==> src/rtl/mem_access_unit_if.sv <==
// Word-wide data-memory handshake between the MEM-stage load/store unit and data memory.
interface mem_access_unit_if;
  logic [31:0] DMEM_ADDR;
  logic [31:0] DMEM_WDATA;
  logic [3:0]  DMEM_BYTE_EN;
  logic        DMEM_READ;
  logic        DMEM_WRITE;
  logic [31:0] DMEM_RDATA;
  logic        DMEM_ACK;

  modport master (
    output DMEM_ADDR, DMEM_WDATA, DMEM_BYTE_EN, DMEM_READ, DMEM_WRITE,
    input  DMEM_RDATA, DMEM_ACK
  );

  modport slave (
    input  DMEM_ADDR, DMEM_WDATA, DMEM_BYTE_EN, DMEM_READ, DMEM_WRITE,
    output DMEM_RDATA, DMEM_ACK
  );
endinterface

==> src/rtl/mem_access_unit.sv <==
// MEM-stage load/store unit: turns RV32I loads/stores into a word-wide memory handshake,
// stalls the pipeline via BUSYWAIT and formats load data for MEM/WB.
module mem_access_unit #(
  parameter int unsigned TIMEOUT_CYCLES = 256
) (
  input  logic                CLK,
  input  logic                RESET,
  input  logic                IN_MEM_READ,
  input  logic                IN_MEM_WRITE,
  input  logic [2:0]          IN_FUNCT3,
  input  logic [31:0]         IN_ALU_RESULT,
  input  logic [31:0]         IN_RS2_DATA,
  output logic [31:0]         OUT_DMEM_OUT,
  output logic                BUSYWAIT,
  output logic                ADDR_FAULT,
  output logic                BUS_ERROR,
  mem_access_unit_if.master   dmem
);

  localparam int unsigned CntW = (TIMEOUT_CYCLES > 2) ? $clog2(TIMEOUT_CYCLES) : 1;

  typedef enum logic [1:0] {StIdle, StAccess, StDone} state_e;

  state_e            r_state, w_state_next;
  logic [31:0]       r_addr, r_wdata, r_data;
  logic [3:0]        r_byte_en;
  logic              r_read, r_write, r_is_load, r_err;
  logic [CntW-1:0]   r_cnt;
  logic [2:0]        r_funct3;
  logic [1:0]        r_off;

  logic              w_req, w_fault, w_start, w_timeout;
  logic [31:0]       w_wdata;
  logic [3:0]        w_be;
  logic [7:0]        w_byte;
  logic [15:0]       w_half;

  assign w_req     = IN_MEM_READ | IN_MEM_WRITE;
  assign w_timeout = (r_cnt == CntW'(TIMEOUT_CYCLES - 1));
  assign w_start   = (r_state == StIdle) && w_req && !w_fault;

  always_comb begin
    w_fault = 1'b0;
    case (IN_FUNCT3)
      3'b000, 3'b100: w_fault = 1'b0;
      3'b001, 3'b101: w_fault = IN_ALU_RESULT[0];
      3'b010:         w_fault = |IN_ALU_RESULT[1:0];
      default:        w_fault = 1'b1;
    endcase
  end

  // Store lane replication so memory can pick any lane with byte enables alone.
  always_comb begin
    w_wdata = IN_RS2_DATA;
    w_be    = 4'b1111;
    case (IN_FUNCT3[1:0])
      2'b00: begin
        w_wdata = {4{IN_RS2_DATA[7:0]}};
        w_be    = 4'b0001 << IN_ALU_RESULT[1:0];
      end
      2'b01: begin
        w_wdata = {2{IN_RS2_DATA[15:0]}};
        w_be    = IN_ALU_RESULT[1] ? 4'b1100 : 4'b0011;
      end
      default: begin
        w_wdata = IN_RS2_DATA;
        w_be    = 4'b1111;
      end
    endcase
  end

  always_ff @(posedge CLK) begin
    if (RESET) r_state <= StIdle;
    else       r_state <= w_state_next;
  end

  always_comb begin
    w_state_next = r_state;
    BUSYWAIT     = 1'b0;
    ADDR_FAULT   = 1'b0;
    BUS_ERROR    = 1'b0;
    if (!RESET) begin
      case (r_state)
        StIdle: begin
          if (w_req) begin
            if (w_fault) begin
              ADDR_FAULT = 1'b1;
            end else begin
              BUSYWAIT     = 1'b1;
              w_state_next = StAccess;
            end
          end
        end
        StAccess: begin
          BUSYWAIT = 1'b1;
          if (dmem.DMEM_ACK || w_timeout) w_state_next = StDone;
        end
        StDone: begin
          BUS_ERROR    = r_err;
          w_state_next = StIdle;
        end
        default: w_state_next = StIdle;
      endcase
    end
  end

  always_ff @(posedge CLK) begin
    if (RESET) begin
      r_addr    <= '0;
      r_wdata   <= '0;
      r_byte_en <= '0;
      r_read    <= 1'b0;
      r_write   <= 1'b0;
      r_cnt     <= '0;
      r_data    <= '0;
      r_funct3  <= '0;
      r_off     <= '0;
      r_is_load <= 1'b0;
      r_err     <= 1'b0;
    end else begin
      case (r_state)
        StIdle: begin
          if (w_start) begin
            r_addr    <= {IN_ALU_RESULT[31:2], 2'b00};
            r_wdata   <= w_wdata;
            r_byte_en <= IN_MEM_READ ? 4'b1111 : w_be;
            r_read    <= IN_MEM_READ;
            r_write   <= !IN_MEM_READ;
            r_cnt     <= '0;
            r_funct3  <= IN_FUNCT3;
            r_off     <= IN_ALU_RESULT[1:0];
            r_is_load <= IN_MEM_READ;
            r_err     <= 1'b0;
          end
        end
        StAccess: begin
          r_cnt <= r_cnt + 1'b1;
          // ACK wins over a timeout landing on the same cycle.
          if (dmem.DMEM_ACK) begin
            r_data  <= dmem.DMEM_RDATA;
            r_read  <= 1'b0;
            r_write <= 1'b0;
          end else if (w_timeout) begin
            r_data  <= '0;
            r_read  <= 1'b0;
            r_write <= 1'b0;
            r_err   <= 1'b1;
          end
        end
        default: ;
      endcase
    end
  end

  assign dmem.DMEM_ADDR    = r_addr;
  assign dmem.DMEM_WDATA   = r_wdata;
  assign dmem.DMEM_BYTE_EN = r_byte_en;
  assign dmem.DMEM_READ    = r_read;
  assign dmem.DMEM_WRITE   = r_write;

  always_comb begin
    w_byte = r_data[7:0];
    case (r_off)
      2'd0:    w_byte = r_data[7:0];
      2'd1:    w_byte = r_data[15:8];
      2'd2:    w_byte = r_data[23:16];
      default: w_byte = r_data[31:24];
    endcase
  end

  assign w_half = r_off[1] ? r_data[31:16] : r_data[15:0];

  always_comb begin
    OUT_DMEM_OUT = '0;
    if (r_state == StDone && r_is_load) begin
      case (r_funct3)
        3'b000:  OUT_DMEM_OUT = {{24{w_byte[7]}}, w_byte};
        3'b100:  OUT_DMEM_OUT = {24'h0, w_byte};
        3'b001:  OUT_DMEM_OUT = {{16{w_half[15]}}, w_half};
        3'b101:  OUT_DMEM_OUT = {16'h0, w_half};
        default: OUT_DMEM_OUT = r_data;
      endcase
    end
  end

endmodule

==> src/flat_wrapper.sv <==
// flat-port wrapper written by rule: the top's interface ports become plain ports
module mem_access_unit_flat 
#(
  parameter int unsigned TIMEOUT_CYCLES = 256
)
  (CLK, RESET, IN_MEM_READ, IN_MEM_WRITE, IN_FUNCT3, IN_ALU_RESULT, IN_RS2_DATA, OUT_DMEM_OUT, BUSYWAIT, ADDR_FAULT, BUS_ERROR, dmem_DMEM_ADDR, dmem_DMEM_WDATA, dmem_DMEM_BYTE_EN, dmem_DMEM_READ, dmem_DMEM_WRITE, dmem_DMEM_RDATA, dmem_DMEM_ACK);
  mem_access_unit_if dmem_i ();
  input  logic CLK;
  input  logic RESET;
  input  logic IN_MEM_READ;
  input  logic IN_MEM_WRITE;
  input  logic [2:0] IN_FUNCT3;
  input  logic [31:0] IN_ALU_RESULT;
  input  logic [31:0] IN_RS2_DATA;
  output logic [31:0] OUT_DMEM_OUT;
  output logic BUSYWAIT;
  output logic ADDR_FAULT;
  output logic BUS_ERROR;
  output wire logic [$bits(dmem_i.DMEM_ADDR)-1:0] dmem_DMEM_ADDR;
  output wire logic [$bits(dmem_i.DMEM_WDATA)-1:0] dmem_DMEM_WDATA;
  output wire logic [$bits(dmem_i.DMEM_BYTE_EN)-1:0] dmem_DMEM_BYTE_EN;
  output wire logic [$bits(dmem_i.DMEM_READ)-1:0] dmem_DMEM_READ;
  output wire logic [$bits(dmem_i.DMEM_WRITE)-1:0] dmem_DMEM_WRITE;
  input wire logic [$bits(dmem_i.DMEM_RDATA)-1:0] dmem_DMEM_RDATA;
  input wire logic [$bits(dmem_i.DMEM_ACK)-1:0] dmem_DMEM_ACK;
  assign dmem_DMEM_ADDR = dmem_i.DMEM_ADDR;
  assign dmem_DMEM_WDATA = dmem_i.DMEM_WDATA;
  assign dmem_DMEM_BYTE_EN = dmem_i.DMEM_BYTE_EN;
  assign dmem_DMEM_READ = dmem_i.DMEM_READ;
  assign dmem_DMEM_WRITE = dmem_i.DMEM_WRITE;
  assign dmem_i.DMEM_RDATA = dmem_DMEM_RDATA;
  assign dmem_i.DMEM_ACK = dmem_DMEM_ACK;
  mem_access_unit #(.TIMEOUT_CYCLES(TIMEOUT_CYCLES)) u_core (.CLK(CLK), .RESET(RESET), .IN_MEM_READ(IN_MEM_READ), .IN_MEM_WRITE(IN_MEM_WRITE), .IN_FUNCT3(IN_FUNCT3), .IN_ALU_RESULT(IN_ALU_RESULT), .IN_RS2_DATA(IN_RS2_DATA), .OUT_DMEM_OUT(OUT_DMEM_OUT), .BUSYWAIT(BUSYWAIT), .ADDR_FAULT(ADDR_FAULT), .BUS_ERROR(BUS_ERROR), .dmem(dmem_i));
endmodule
==> config.mk <==
export PLATFORM = sky130hd
export DESIGN_NAME = mem_access_unit_flat
export DESIGN_NICKNAME = d
export VERILOG_FILES = /design/src/rtl/mem_access_unit_if.sv /design/src/rtl/mem_access_unit.sv /design/src/flat_wrapper.sv
export SDC_FILE = /design/constraint.sdc
export NUM_CORES = 1
export LEC_CHECK = 0
export CAP_MARGIN = 20
export CORE_UTILIZATION = 46
export CTS_BUF_LIST = sky130_fd_sc_hd__clkbuf_16
export DETAILED_ROUTE_END_ITERATION = 12
export GPL_TIMING_DRIVEN = 0
export HOLD_SLACK_MARGIN = 0.1
export PLACE_DENSITY_LB_ADDON = 0.25
export SYNTH_ARGS = -nofsm -noshare
export SYNTH_HDL_FRONTEND = slang
export SYNTH_SLANG_ARGS = --single-unit
==> constraint.sdc <==
create_clock -name CLK -period 3.75 [get_ports CLK]
set_input_delay 0.375 -clock CLK [delete_from_list [all_inputs] [get_ports CLK]]
set_output_delay 0.375 -clock CLK [all_outputs]
set_load 0.05 [all_outputs]
==> results_dict.tcl, run 1 <==
set metrics [dict create \
    powerDensity_nw_per_um2 459 \
    fin_skew_ns 0.00661 \
    post_drt_wl_per_cell_um 17.0 \
    htree_levels 4 \
    endpoint_kind "output port" \
    layout_commonest_cell "clkdlybuf4s50_1" \
    yosys_register_bits 117 \
    syn_inst 624 \
    worstMarginPinSlew_ns 0.956 \
    final_core_util_pct 74.9 \
    cts-root-buf "clkbuf_16" \
    vdd_drop_max_mv 0.316 \
    rows 37 \
    hold_buffers 0 \
    grt_pass1_vias 5441 \
    worstSetupPathDepth 6 \
    maxCapViolCount 0 \
    finalNetCount 956 \
    crit_family "buffers and inverters" \
    finalWorstSetupSlack_ns 0.282 \
    synth-edff-count 0 \
    globalplace.congestion 0.941 \
    critPathSlowestCell "clkdlybuf4s50_1" \
    finalSetupViolations 0 \
    hold_path.class "flop to flop" \
    clk_latency_ns 0.41 \
    max_stage_delay_ns 0.87 \
    grt_max_degree 17 \
    cp.arrival_ns 3.09 \
    critPathKind "flop to output port" \
    die_y_um 107 \
    overflow 0 \
    critPathLaunchType "flop" \
    crit_chain "buf_1, inv_1, a21oi_1, nor2_1, nor3_1, clkdlybuf4s50_1" \
    ys_seq_area_share_pct 46.4 \
    drt-pass1-iter-count 5 \
    dpl.hpwl_um 12400 \
    cp_num_buf_inv 3 \
    slew_headroom_pct 34.6 \
    pin_count 209 \
    grt.total_usage_pct 29.8 \
    synth_area_leaders "dfxtp_1 (46%), nand2_1 (12%), a21oi_1 (6.0%)" \
    critical_path_peak_fanout 10 \
    multiInputGateArea_um2 2490 \
    setup_tns_ns 0 \
    grt_setup_unrepaired "false" \
    critPathCapture "OUT_DMEM_OUT[6]" \
    port_buffers 205 \
    r2r_start "u_core.r_state[0]" \
    dieArea_um2 11400 \
    syn-cell-area_um2 5050 \
    async_reset_ff_share_pct 0 \
    power_leakage_uw 0.00296 \
    synth_cell_types 45 \
    met3_usage_pct 8.69 \
    die_width_um 107 \
    layout_min_cycle_time_ns 3.47 \
    fillerInstances 791 \
    fin_crit_sh_pct 92.5 \
    via_per_inst 5.58 \
    wl_um 17000 \
    final_cell_mix "clkdlybuf4s50_1 (203), nand2_1 (165), dfxtp_1 (117)" \
    slew_violations 0 \
    outcome "complete, no violations" \
    cts_made_buffers 17 \
    use_met2_pct 50.3 \
    cp-startpoint "u_core.r_off[1]" \
    hold_viol_final 0 \
    grt_pass1_wl_um 26300 \
    r2r_setup_slack_ns 1.54 \
    drive_gt1_share_pct 5.21 \
    cts_sinks 117 \
    whs_ns 0.452 \
    place_area_um2 7270 \
    synth_largest_area_cell "dfxtp_1" \
    timing.rr.end "u_core.r_data[27]" \
    antennaDiodeCount 0 \
    area_growth_pct 55.2 \
    yosysTopAreaCellShare_pct 46.4 \
    placeableCoreArea_um2 10500 \
    clk_path_buf_depth 2 \
    detail_route.iter0.violations 358 \
    grt_util_met1_pct 34.6 \
    avgSynthCellArea_um2 8.09 \
    tritoncts "built" \
    path_clk_slew_ns 0.05 \
    antenna_found_initial 0 \
    final_cell_area_um2 7840 \
    ys.flop_type "dfxtp_1" \
    ant_nets 0 \
    initial_utilization_pct 48.2 \
    via_count 5576 \
    seqCellArea_um2 2340 \
    fmaxAchievable_mhz 288 \
    grt-busiest-layer "met2" \
    hold_start "u_core.dmem.DMEM_ADDR[27]" \
    drcViolationCount 0 \
    reg2regPathDepth 6 \
    pre_cts_ws_ns -0.165 \
    cp.required_ns 3.38 \
    ys_warn_count 0 \
]
-- power by group --
part           leakage (uW)  internal [uW]  switching [uW]
Combinational       0.00173            279             445
Sequential         0.000955           1320            46.9
Clock              0.000268            952             555
Total               0.00296           2550            1050
-- sequential cells by signal (all words and copies together), names as in the netlist --
name                      flops
u_core.r_off                  2
u_core.dmem.DMEM_ADDR        30
u_core.r_is_load              1
u_core.r_err                  1
u_core.r_data                32
u_core.dmem.DMEM_BYTE_EN      4
u_core.r_state                2
u_core.r_funct3               3
u_core.dmem.DMEM_WDATA       32
u_core.r_cnt                  8
u_core.dmem.DMEM_WRITE        1
u_core.dmem.DMEM_READ         1
-- kinds of logic (layout without fill, tap and decap cells) --
kind of cell	after synthesis	after routing	synth area share [%]
adder cells (fa/ha/maj)	1	1	0.248
other	1	2	0.0743
AND/OR/NAND/NOR	259	259	21.4
multiplexers	27	27	5.78
buffers and inverters	56	295	4.36
flip-flops	117	117	46.4
AO/OA/AOI/OAI	163	163	21.8
-- through the flow --
| step | total power, uW | instances |
|---|---|---|
| 6_report | 3600 | 1000 |
| 5_1_grt | 3720 | 1000 |
| 2_1_floorplan | 1800 | 625 |
| 3_3_place_gp | 2080 | 966 |
| 4_1_cts | 3600 | 998 |
| 3_5_place_dp | 2100 | 966 |
-- cell usage after synthesis (all sizes together), types with 7 or more instances --
cell type    n
a211oi      11
a21oi       61
a22o        32
a311oi      19
buf          7
clkbuf      43
dfxtp      117
mux2         7
mux2i       19
nand2      165
nand3        9
nor2        48
nor3        13
o21ai       23
o22ai        7
-- worst min path at each step --
| stage | end | slack (ns) | cells after the start |
|---|---|---|---|
| finish | u_core.dmem.DMEM_ADDR[27] | 0.45 | 2 |
| floorplan | u_core.r_cnt[5] | 0.44 | 1 |
| global placement | u_core.dmem.DMEM_ADDR[30] | 0.44 | 2 |
| global route | u_core.dmem.DMEM_ADDR[17] | 0.47 | 2 |
| detailed placement | u_core.dmem.DMEM_WDATA[5] | 0.45 | 2 |
| CTS | u_core.dmem.DMEM_ADDR[27] | 0.46 | 2 |
-- worst reg2reg max path, cell delays in order (launching register included) --
cell and delay [ns]:
dfxtp_1 0.31, clkbuf_1 0.37, nand2b_1 0.10, clkbuf_1 0.23, nor3_1 0.47, clkbuf_1 0.46, a22o_1 0.21
-- cell type report --
type | instances | area share (%)
timing repair buffer | 207 | 26.3
inverter | 6 | 0.287
clock buffer | 17 | 5.43
clock inverter | 15 | 1.55
tap | 136 | 2.17
multi-input combinational | 452 | 31.8
sequential | 117 | 29.9
buffer | 50 | 2.52
-- what timing repair did --
action	4_1_cts	5_1_grt
setup endpoints to repair	1	11
pin swaps	0	1
resized for setup	1	5
buffers inserted	0	2
-- metal layers --
layer / wire length [um] / vias up
li1: - / 2639
met4: 516 / 0
met5: 0 / -
met3: 1560 / 40
met2: 8350 / 294
met1: 6600 / 2603
(Power assumes the default switching activity.)
==> inputs of run 2 (changes only) <==
Settings changed: CORE_UTILIZATION 46 to 48, CTS_BUF_LIST sky130_fd_sc_hd__clkbuf_16 to sky130_fd_sc_hd__clkbuf_8, MAX_ROUTING_LAYER from default to met4.
==> results_dict.tcl, run 2 (synthesis results as in run 1) <==
set metrics [dict create \
    grt_max_degree 17 \
    dieArea_um2 10900 \
    slew_headroom_pct 18.2 \
    clk_latency_ns 0.43 \
    fmaxAchievable_mhz 280 \
    drcViolationCount 0 \
    initial_utilization_pct 49.1 \
    vdd_drop_max_mv 0.315 \
    clk_path_buf_depth 2 \
    cts_sinks 117 \
    drive_gt1_share_pct 5.79 \
    hold_viol_final 0 \
    r2r_setup_slack_ns 1.49 \
    detail_route.iter0.violations 391 \
    grt_setup_unrepaired "false" \
    seqCellArea_um2 2340 \
    globalplace.congestion 0.923 \
    endpoint_kind "output port" \
    fillerInstances 784 \
    hold_path.class "flop to flop" \
    setup_tns_ns 0 \
    ant_nets 0 \
    via_count 5558 \
    pin_count 209 \
    grt_pass1_vias 5333 \
    rows 37 \
    multiInputGateArea_um2 2490 \
    cts_made_buffers 17 \
    maxCapViolCount 0 \
    cp.required_ns 3.38 \
    cts-root-buf "clkbuf_8" \
    placeableCoreArea_um2 10300 \
    outcome "complete, no violations" \
    powerDensity_nw_per_um2 426 \
    cp.arrival_ns 3.20 \
    path_clk_slew_ns 0.07 \
    overflow 0 \
    tritoncts "built" \
    finalNetCount 955 \
    dpl.hpwl_um 12100 \
    antenna_found_initial 0 \
    whs_ns 0.455 \
    die_y_um 105 \
    total_power_uw 3280 \
    antennaDiodeCount 0 \
    worstMarginPinSlew_ns 1.20 \
    critPathLaunchType "flop" \
    slew_violations 0 \
    area_growth_pct 52.3 \
    critPathKind "flop to output port" \
    grt_pass1_wl_um 26100 \
    layout_min_cycle_time_ns 3.58 \
    drt-pass1-iter-count 5 \
    fin_crit_sh_pct 95.4 \
    via_per_inst 5.56 \
    final_core_util_pct 74.8 \
    die_width_um 105 \
    layout_commonest_cell "clkdlybuf4s50_1" \
    power_leakage_uw 0.00287 \
    grt.total_usage_pct 30.9 \
    pre_cts_ws_ns -0.211 \
    wl_um 16500 \
    htree_levels 4 \
    final_cell_mix "clkdlybuf4s50_1 (204), nand2_1 (165), dfxtp_1 (117)" \
    finalWorstSetupSlack_ns 0.174 \
    finalSetupViolations 0 \
    port_buffers 205 \
    post_drt_wl_per_cell_um 16.6 \
    fin_skew_ns 0.0102 \
    critical_path_peak_fanout 10 \
]
==> run 2: cell count changes in the layout (fill, tap and decap cells not counted) <==
cell	previous run	this run
clkinvlp_4	2	4
clkbuf_8	0	18
clkdlybuf4s50_1	203	204
buf_4	4	3
clkinv_4	0	2
clkbuf_16	17	0
bufinv_16	2	3
dlymetal6s2s_1	1	0
clkinv_1	7	1
==> run 2: area by class of cell <==
cell class	count	area share [%]
Clock buffer	18	3.22
Multi-Input combinational cell	452	32.4
Inverter	6	0.293
Buffer	50	2.57
Clock inverter	14	2.10
Sequential cell	117	30.5
Timing Repair Buffer	206	26.7
Tap cell	136	2.21
==> run 2: worst paths after layout <==
kind,to,cells after the start,start
worst min register to register,u_core.dmem.DMEM_ADDR[21],2,u_core.dmem.DMEM_ADDR[21]
worst max register to register,u_core.r_data[22],6,u_core.r_state[0]
worst min-delay path,u_core.dmem.DMEM_ADDR[21],2,u_core.dmem.DMEM_ADDR[21]
worst max-delay path,OUT_DMEM_OUT[21],6,u_core.r_off[0]
==> run 2: what timing repair did <==
item,4_1_cts,5_1_grt
setup buffers,0,1
resized for setup,1,4
pin swaps,0,1
setup endpoints to repair,1,11
hold buffers,0,0
==> run 2: metrics by stage <==
stage	instances	instance area (um^2)
final	999	7690
after CTS	998	7680
after floorplan	625	5050
after global placement	966	7270
after global routing	999	7690
after detailed placement	966	7270
==> run 2: worst max-delay path, cell delays in order (launching register included) <==
cell	delay (ns)
dfxtp_1	0.38
mux4_2	0.52
nor2b_1	0.14
o21ai_1	0.47
clkbuf_1	0.39
nand2_1	0.14
clkdlybuf4s50_1	0.73
==> run 2: where the power goes <==
| part | switching, uW | internal (uW) |
|---|---|---|
| registers | 45.6 | 1320 |
| clock network | 524 | 668 |
| logic | 444 | 279 |
| total | 1010 | 2260 |
==> run 2: per-layer routing <==
metal	vias to the layer above	global-route usage, %	routed length, um
met5	-	-	0
met4	0	13.6	516
met3	50	7.80	1250
met2	267	48.8	7820
met1	2605	37.4	6950
li1	2636	-	-
==> inputs of run 3 (changes only) <==
Settings changed: CORE_UTILIZATION 48 to 40.
Clock period 3.75 ns to 3.07 ns, I/O delays scaled along.
==> results_dict.tcl, run 3 (synthesis results as in run 1) <==
set metrics [dict create \
    outcome "complete, no violations" \
    globalplace.congestion 0.929 \
    initial_utilization_pct 41.5 \
    clk_path_buf_depth 2 \
    finalSetupViolations 0 \
    fin_skew_ns 0.00540 \
    max_stage_delay_ns 0.57 \
    reg2regPathDepth 6 \
    setup_tns_ns 0 \
    antenna_found_initial 0 \
    layout_min_cycle_time_ns 2.95 \
    hold_path.class "input port to flop" \
    grt_max_degree 20 \
    htree_levels 4 \
    cts_made_buffers 17 \
    vdd_drop_max_mv 0.334 \
    port_buffers 205 \
    drt-pass1-iter-count 5 \
    dieArea_um2 13100 \
    cts-root-buf "clkbuf_8" \
    endpoint_kind "output port" \
    tritoncts "built" \
    fin_crit_sh_pct 96.0 \
    area_growth_pct 52.0 \
    antennaDiodeCount 0 \
    critical_path_peak_fanout 10 \
    final_cell_mix "clkdlybuf4s50_1 (172), nand2_1 (165), dfxtp_1 (117)" \
    grt_setup_unrepaired "false" \
    dpl.hpwl_um 12400 \
    path_clk_slew_ns 0.07 \
    grt_pass1_vias 5280 \
    worstSetupPathDepth 5 \
    maxCapViolCount 0 \
    power_leakage_uw 0.00299 \
    critPathKind "flop to output port" \
    die_y_um 114 \
    fillerInstances 1057 \
    slew_headroom_pct 45.9 \
    place_area_um2 7320 \
    drcViolationCount 0 \
    layout_commonest_cell "clkdlybuf4s50_1" \
    finalNetCount 954 \
    hold_buffers 0 \
    slew_violations 0 \
    overflow 0 \
    critPathLaunchType "flop" \
    rows 40 \
    hold_viol_final 0 \
    powerDensity_nw_per_um2 499 \
    via_per_inst 5.34 \
    cts_sinks 117 \
    via_count 5486 \
    crit_family "buffers and inverters" \
    cp.required_ns 2.76 \
    fmaxAchievable_mhz 339 \
    placeableCoreArea_um2 12200 \
    final_cell_area_um2 7670 \
    crit_chain "clkinv_1, nand3_1, o22ai_1, nor3_1, dlygate4sd2_1" \
    detail_route.iter0.violations 412 \
    grt_pass1_wl_um 26000 \
    clk_latency_ns 0.43 \
    pin_count 209 \
    grt.total_usage_pct 26.4 \
    worstMarginPinSlew_ns 0.791 \
    cp.arrival_ns 2.64 \
    die_width_um 114 \
    drive_gt1_share_pct 6.87 \
    post_drt_wl_per_cell_um 16.1 \
    whs_path_depth 3 \
    critPathSlowestCell "dlygate4sd2_1" \
    ant_nets 0 \
    cp_num_buf_inv 2 \
    wl_um 16500 \
]
run 3: cell types whose count changed in the layout (fill, tap and decap cells not counted), moves of 4 or more:
cell             delta
clkbuf_1            -4
clkdlybuf4s15_2    +10
clkdlybuf4s50_1    -32
clkinvlp_4          -4
dlygate4sd2_1      +20
inv_1               +4
run 3: per-layer routing:
layer,share of wire (%),vias to the layer above,track usage [%]
li1,-,2623,-
met1,42,2553,31.8
met2,47,256,40.8
met3,8.0,54,7.94
met4,3.5,0,11.4
met5,0,-,-
run 3: repair_timing:
item / CTS / global route
buffers inserted: 0 / 2
resized for setup: 60 / 6
endpoints found under the setup margin: 33 / 22
pin swaps: 0 / 1
run 3: final cells by class:
cell class / count / area [um^2] / area share [%]
inverters: 6 / 22.5 / 0.294
plain buffers: 48 / 193 / 2.51
multi-input cells: 452 / 2500 / 32.6
repair buffers: 207 / 2050 / 26.8
clock buffers: 18 / 248 / 3.23
flip-flops and latches: 117 / 2340 / 30.5
well taps: 168 / 210 / 2.74
clock inverters: 11 / 98.8 / 1.29
run 3: final timing paths:
path / startpoint / end / slack (ns)
setup / recovery: u_core.r_funct3[1] / OUT_DMEM_OUT[6] / 0.12
hold / removal: IN_ALU_RESULT[2] / u_core.dmem.DMEM_ADDR[2] / 0.42
setup reg to reg: u_core.r_state[0] / u_core.r_data[7] / 0.85
hold reg to reg: u_core.dmem.DMEM_ADDR[7] / u_core.dmem.DMEM_ADDR[7] / 0.45
run 3: metrics by stage:
stage          utilization (%)  total power (uW)  instances  hold slack [ns]  worst slack, ns
3_3_place_gp              60.2              2550        998            0.442           -0.748
2_1_floorplan                -              2200        625            0.433            0.305
6_report                  63.1              3830       1027            0.425            0.121
3_5_place_dp              60.2              2570        998            0.446           -0.766
5_1_grt                   63.1              3980       1027            0.413           0.0104
4_1_cts                   62.9              3840       1025            0.402          0.00568
run 3: worst reg2reg max path, cell delays in order (launching register included):
cell	delay [ns]
dfxtp_1	0.31
clkbuf_1	0.39
nand2b_1	0.10
clkbuf_1	0.24
nor3_1	0.49
clkbuf_1	0.43
a22o_1	0.20
run 3: where the power goes:
group / switching (uW) / total [uW] / leakage, uW / internal, uW
clock network: 576 / 1280 / 0.000200 / 707
registers: 58.5 / 1670 / 0.000955 / 1610
logic: 536 / 878 / 0.00184 / 342
total: 1170 / 3830 / 0.00299 / 2660
